[src/rtl/m_table_loader.sv]
// -----------------------------------------------------------------------------
// m_table_loader
//
// Builds the 1/m reciprocal table of the unsat-clause selector inside the
// fabric. After a start pulse it walks m = 0..BUFFER_DEPTH in order, computes
// each entry and streams it to the selector one write at a time.
//
// Entry value for m (W = M_TABLE_WIDTH):
//   m = 0  -> 0
//   m = 1  -> 2^W-1 (saturated)
//   m >= 2 -> floor((2^W-1)/m) + 1  ( = ceil(2^W/m) )
// The quotient comes from a bit-serial restoring divider, one quotient bit
// per clock, MSB first, so every m >= 2 costs W cycles before its write.
//
// Write handshake: setup_o is the valid. A write is accepted on any rising
// edge where setup_o && wr_ready_i. While setup_o is high and the write has
// not been accepted, write_addr_o and mt_data_o do not change. setup_o never
// drops without an accepted write, except on reset.
//
// Ports:
//   clk           system clock
//   reset         synchronous, active-high reset
//   start_i       begin a full table load (only looked at while idle)
//   wr_ready_i    selector ready
//   setup_o       write valid / selector setup strobe
//   write_addr_o  table address (= m)
//   mt_data_o     reciprocal entry for write_addr_o
//   busy_o        load in progress (computing or writing)
//   done_o        one-cycle pulse after the final write is accepted
//   checksum_o    (MT_LOADER_CHECKSUM_EN only) XOR of all accepted entries
//
// Optional feature macro: MT_LOADER_CHECKSUM_EN
//   Adds checksum_o, cleared on reset and on an accepted start, XOR-updated
//   with mt_data_o on every accepted write, stable from done_o until the next
//   start. Without the macro the port and its logic are absent.
//
// The FSM state is held in the signal "state" for observation.
// -----------------------------------------------------------------------------
module m_table_loader #(
   parameter int BUFFER_DEPTH  = 2048,
   parameter int M_TABLE_WIDTH = 32,
   parameter int ADDR_WIDTH    = $clog2(BUFFER_DEPTH) + 1
) (
   input  logic                     clk,
   input  logic                     reset,
   input  logic                     start_i,
   input  logic                     wr_ready_i,
   output logic                     setup_o,
   output logic [ADDR_WIDTH-1:0]    write_addr_o,
   output logic [M_TABLE_WIDTH-1:0] mt_data_o,
   output logic                     busy_o,
   output logic                     done_o
`ifdef MT_LOADER_CHECKSUM_EN
   ,
   output logic [M_TABLE_WIDTH-1:0] checksum_o
`endif
);

   localparam int CNT_W = (M_TABLE_WIDTH > 1) ? $clog2(M_TABLE_WIDTH) : 1;

   typedef enum logic [1:0] {
      IDLE  = 2'd0,
      CALC  = 2'd1,
      WRITE = 2'd2,
      DONE  = 2'd3
   } state_t;

   state_t state;

   // Divider registers. The remainder is always < m <= BUFFER_DEPTH, so
   // after the left shift it still fits in ADDR_WIDTH+1 bits.
   logic [ADDR_WIDTH:0]        rem;
   logic [M_TABLE_WIDTH-1:0]   quo;
   logic [CNT_W-1:0]           cnt;

   logic [ADDR_WIDTH:0]        divisor;
   logic [ADDR_WIDTH:0]        rem_shift;
   logic [ADDR_WIDTH:0]        rem_next;
   logic                       q_bit;
   logic [M_TABLE_WIDTH-1:0]   quo_next;
   logic [ADDR_WIDTH-1:0]      m_next;
   logic                       accept;
   logic                       last_m;
   logic                       last_bit;

   // One restoring-division step. The dividend is all ones, so the bit
   // brought down into the remainder is always 1.
   always_comb begin
      divisor   = {1'b0, write_addr_o};
      rem_shift = {rem[ADDR_WIDTH-1:0], 1'b1};
      q_bit     = (rem_shift >= divisor);
      rem_next  = q_bit ? (rem_shift - divisor) : rem_shift;
      quo_next  = {quo[M_TABLE_WIDTH-2:0], q_bit};
      m_next    = write_addr_o + ADDR_WIDTH'(1);
      accept    = setup_o && wr_ready_i;
      last_m    = (write_addr_o == ADDR_WIDTH'(BUFFER_DEPTH));
      last_bit  = (cnt == CNT_W'(M_TABLE_WIDTH - 1));
   end

   always_ff @(posedge clk) begin
      if (reset) begin
         state        <= IDLE;
         setup_o      <= 1'b0;
         write_addr_o <= '0;
         mt_data_o    <= '0;
         busy_o       <= 1'b0;
         done_o       <= 1'b0;
         rem          <= '0;
         quo          <= '0;
         cnt          <= '0;
`ifdef MT_LOADER_CHECKSUM_EN
         checksum_o   <= '0;
`endif
      end else begin
         case (state)
            IDLE: begin
               done_o <= 1'b0;
               if (start_i) begin
                  // m = 0 needs no division; present it immediately.
                  state        <= WRITE;
                  setup_o      <= 1'b1;
                  busy_o       <= 1'b1;
                  write_addr_o <= '0;
                  mt_data_o    <= '0;
`ifdef MT_LOADER_CHECKSUM_EN
                  checksum_o   <= '0;
`endif
               end
            end

            CALC: begin
               rem <= rem_next;
               quo <= quo_next;
               cnt <= cnt + CNT_W'(1);
               if (last_bit) begin
                  // Cannot overflow: for m >= 2 the quotient is < 2^(W-1).
                  mt_data_o <= quo_next + M_TABLE_WIDTH'(1);
                  setup_o   <= 1'b1;
                  state     <= WRITE;
               end
            end

            WRITE: begin
               if (accept) begin
`ifdef MT_LOADER_CHECKSUM_EN
                  checksum_o <= checksum_o ^ mt_data_o;
`endif
                  if (last_m) begin
                     setup_o <= 1'b0;
                     busy_o  <= 1'b0;
                     done_o  <= 1'b1;
                     state   <= DONE;
                  end else begin
                     write_addr_o <= m_next;
                     if (m_next == ADDR_WIDTH'(1)) begin
                        // m = 1 saturates; stay in WRITE with setup_o high.
                        mt_data_o <= {M_TABLE_WIDTH{1'b1}};
                     end else begin
                        setup_o <= 1'b0;
                        rem     <= '0;
                        quo     <= '0;
                        cnt     <= '0;
                        state   <= CALC;
                     end
                  end
               end
            end

            DONE: begin
               done_o <= 1'b0;
               state  <= IDLE;
            end

            default: begin
               state <= IDLE;
            end
         endcase
      end
   end

endmodule

[config.mk]
export PLATFORM = sky130hd
export DESIGN_NAME = m_table_loader
export DESIGN_NICKNAME = d
export VERILOG_FILES = /design/src/rtl/m_table_loader.sv
export SDC_FILE = /design/constraint.sdc
export NUM_CORES = 1
export LEC_CHECK = 0
export BUFFER_PORTS_ARGS = -buffer_cell sky130_fd_sc_hd__buf_2
export CAP_MARGIN = 25
export CORE_MARGIN = 2
export CORE_UTILIZATION = 60
export CTS_CLUSTER_DIAMETER = 100
export CTS_CLUSTER_SIZE = 12
export DETAILED_ROUTE_END_ITERATION = 12
export GPL_TIMING_DRIVEN = 0
export PLACE_DENSITY = 0.93
export SLEW_MARGIN = 20
export SYNTH_ARGS = -nofsm -noshare
export SYNTH_HDL_FRONTEND = slang
export SYNTH_SLANG_ARGS = --single-unit
[constraint.sdc]
create_clock -name clk -period 9.5 [get_ports clk]
set_input_delay 0.475 -clock clk [delete_from_list [all_inputs] [get_ports clk]]
set_output_delay 0.475 -clock clk [all_outputs]
set_load 0.02 [all_outputs]
==> flow_summary.yaml <==
timing:
  holdWs_ns: 0.450
  timing_hold_violations_final: 0
  actual_transition_at_the_worst_max_transition_pin_ns: 0.769
  min_period_ns: 5.25
  unrepaired_setup_endpoints_after_global_routing: "false"
  setup_viol: 0
  max_clock_freq_ghz: 0.190
  finalSetupTns_ns: 0
  layout_setup_ws_ns: 4.25
  worst_slew_margin_rel: 0.474
  layout_worst_path_cycle_share: 0.553
  maxSlewViolCount: 0
  finClkSkew_ns: 0.0117
synthesis:
  synth_ff_type: "sky130_fd_sc_hd__dfxtp_1"
  synth.largest_area_cell: "sky130_fd_sc_hd__dfxtp_1"
  synth-seq-area-share: 0.374
  synth-seq-cells: 97
  syn-cell-area_um2: 5190
  postSynthAreaPerCell_um2: 8.79
  post_synth_num_cell_types: 66
  synth-warning-count: 0
  synth-edff-count: 0
  synth.area.top_cells: "sky130_fd_sc_hd__dfxtp_1 37%, sky130_fd_sc_hd__a22o_1 6.2%, sky130_fd_sc_hd__ha_1 5.1%"
  postSynthCellCount: 591
  syn_nets: 617
  post-synth-top-area-fraction: 0.374
  synth_async_sr_flop_share: 0
drt:
  drtAntennaViolNets: 0
  overall_via_count_from_detail_route: 4821
  route.final.wire_length_um: 12900
  first_pass_iters: 5
  route.detailed.vias_per_inst: 6.33
  drc: 0
  wirelength_per_cell_um: 17.0
  detailedRoute.firstIterationViolations: 282
cells_and_area:
  syn_to_final_growth_pct: 11.0
  most-common-layout-cells: "97 x sky130_fd_sc_hd__dfxtp_1, 52 x sky130_fd_sc_hd__buf_2, 49 x sky130_fd_sc_hd__nand2_1"
  drive_above_1_share: 0.142
  layout.nets: 678
  utilization: 0.694
  layout_commonest_cell: "sky130_fd_sc_hd__dfxtp_1"
  stdcell_area_um2: 5760
  antenna_cells: 0
global_routing:
  maximum_number_of_pins_on_one_net_before_global_route_repair: 20
  globalRouteOverflowTotal: 0
  number_of_antenna_violations_at_the_first_check_in_global_routing: 0
  globalRouteTotalUtil: 0.280
  grt_first_pass_wirelength_um: 22100
  first_global_vias: 4634
worst_setup_path:
  worst-r2r-cell-count: 17
  worst-endpoint-arrival_ns: 5.58
  startpoint_type: "flip-flop"
  required_time_at_the_worst_slack_endpoint_ns: 9.82
  cp_slowest_stage_delay_ns: 0.57
  path_cells: "clkbuf_1 > inv_1 > ha_1 > nand3_1 > o311ai_0 > o21bai_1 > nand2_1 > clkbuf_1 > clkbuf_1 > ha_1 > and4_1 > clkbuf_1 > and4_1 > nand2_1 > xnor2_1 > a21oi_1 > o21ai_0"
  crit_path_max_fanout: 10
  cell_mode_on_critical_path: "sky130_fd_sc_hd__clkbuf_1"
  criticalPathCategory: "reg2reg"
  timing.reg2reg.setup_slack_ns: 4.25
  timing.rr.start: "write_addr_o[2]"
  number_of_cells_on_the_critical_path: 17
  worst_path_dominant_cell_family: "buffers and inverters"
  worstSetupStartpoint: "write_addr_o[2]"
  cp_slowest_cell: "sky130_fd_sc_hd__o311ai_0"
  regToRegEndpoint: "mt_data_o[28]"
  critical_path_capture_point: "mt_data_o[28]"
  worstPathBufferInverterCount: 5
  timing.critical_path.to_type: "flip-flop"
placement:
  place.detailed.hpwl_um: 9390
  final_gp_congestion: 0.924
  place_worst_setup_slack_ns: 4.50
  buffer_ports.inserted: 49
  postPlaceCellArea_um2: 5570
pwr:
  cellPowerDensity_nw_per_um2: 168
  ir_worst_vdd_mv: 0.0812
  power.leakage_uw: 0.00242
floorplanning:
  std_cell_rows: 33
  die_x_um: 97.0
  num_io_pins: 51
  floorplan.initialDensity: 0.626
  die-area_um2: 9420
  floorplan.core_area_um2: 8300
  die_h_um: 97.0
clock_tree:
  clock_insertion_delay_worst_skew_ns: 0.39
  clockBufferDepth: 2
  cts-htree-levels: 3
  cts.sink_count: 97
  postCtsSetupRepairBufs: 0
  tritoncts.num_buffers: 9
  post_cts_hold_buffer_count: 0
  clk_root_buffer_cell: "sky130_fd_sc_hd__clkbuf_8"
  cts.clk_slew.worst_paths_ns: 0.11
  cts.repair.resized: 0
  tritoncts: "built"
outcome:
  outcome: "finished clean"
job:
  max_cap_viol_count: 0
min_path:
  worstHoldPathType: "reg2reg"
[worst reg2reg max path, delay by kind of cell (launching register included)]
kind / cells / cell delay (ns)
buffers and inverters: 5 / 1.85
AOI/OAI and AO/OA: 4 / 1.16
and+or+nand+nor: 5 / 0.82
adders and majority gates: 2 / 0.69
DFF: 1 / 0.44
xor gates and xnor gates: 1 / 0.24
[cell usage after synthesis, types with 5 or more instances]
master and instances:
sky130_fd_sc_hd__a211oi_1 5, sky130_fd_sc_hd__a21oi_1 43, sky130_fd_sc_hd__a221o_1 10, sky130_fd_sc_hd__a22o_1 37, sky130_fd_sc_hd__a22oi_1 7, sky130_fd_sc_hd__and3_1 14
sky130_fd_sc_hd__and4_1 10, sky130_fd_sc_hd__buf_6 6, sky130_fd_sc_hd__clkbuf_1 23, sky130_fd_sc_hd__dfxtp_1 97, sky130_fd_sc_hd__ha_1 21, sky130_fd_sc_hd__inv_1 23
sky130_fd_sc_hd__mux2i_1 6, sky130_fd_sc_hd__nand2_1 49, sky130_fd_sc_hd__nand3_1 32, sky130_fd_sc_hd__nand4_1 6, sky130_fd_sc_hd__nor2_1 39, sky130_fd_sc_hd__nor2b_1 7
sky130_fd_sc_hd__nor3_1 7, sky130_fd_sc_hd__o21ai_0 23, sky130_fd_sc_hd__o21ai_1 10, sky130_fd_sc_hd__xnor2_1 28, sky130_fd_sc_hd__xor2_1 13
[registers in the layout (all words and copies together), names as in the netlist]
signal,cells
mt_data_o,32
quo,31
rem,12
write_addr_o,12
cnt,5
state,2
busy_o,1
done_o,1
setup_o,1
[cell families after synthesis]
group	count (synthesis)	share of synthesized area
simple gates	195	0.202
compound gates	166	0.228
fa+ha+maj	22	0.0544
mux	9	0.0181
xor+xnor	41	0.0691
flops	97	0.374
buf+inv	61	0.0547
[power breakdown]
part | switching (uW) | total, uW | internal, uW
Clock | 165 | 267 | 102
Combinational | 170 | 258 | 87.8
Sequential | 16.2 | 446 | 429
[worst min path at each step]
| stage | to | cells after the start | startpoint | slack, ns |
|---|---|---|---|---|
| after floorplan | cnt[4] | 1 | cnt[4] | 0.45 |
| after global placement | mt_data_o[13] | 2 | mt_data_o[13] | 0.43 |
| after detailed placement | mt_data_o[20] | 2 | mt_data_o[20] | 0.44 |
| after CTS | mt_data_o[20] | 2 | mt_data_o[20] | 0.45 |
| after global routing | mt_data_o[10] | 2 | mt_data_o[10] | 0.47 |
| final | mt_data_o[20] | 2 | mt_data_o[20] | 0.45 |
[final cells by class]
class	count	area, um2
clock inverter	7	65.1
fill	604	2540
clock buffer	9	124
timing repair buffer	50	249
multi-input combinational	433	2970
inverter	24	90.1
tap	105	131
sequential	97	1940
buffer	37	194
[per-layer routing]
| layer | global-route usage | vias to the layer above | share of wire |
|---|---|---|---|
| met5 | 0 | - | 0 |
| met4 | 0.132 | 0 | 0.033 |
| met3 | 0.0520 | 44 | 0.073 |
| met2 | 0.465 | 243 | 0.48 |
| met1 | 0.350 | 2242 | 0.41 |
| li1 | - | 2292 | - |
[through the flow]
stage	cells	power, uW
4_1_cts	762	966
5_1_grt	762	1020
3_5_place_dp	746	707
2_1_floorplan	591	639
3_3_place_gp	745	697
6_report	762	971
(Power assumes the default switching activity.)
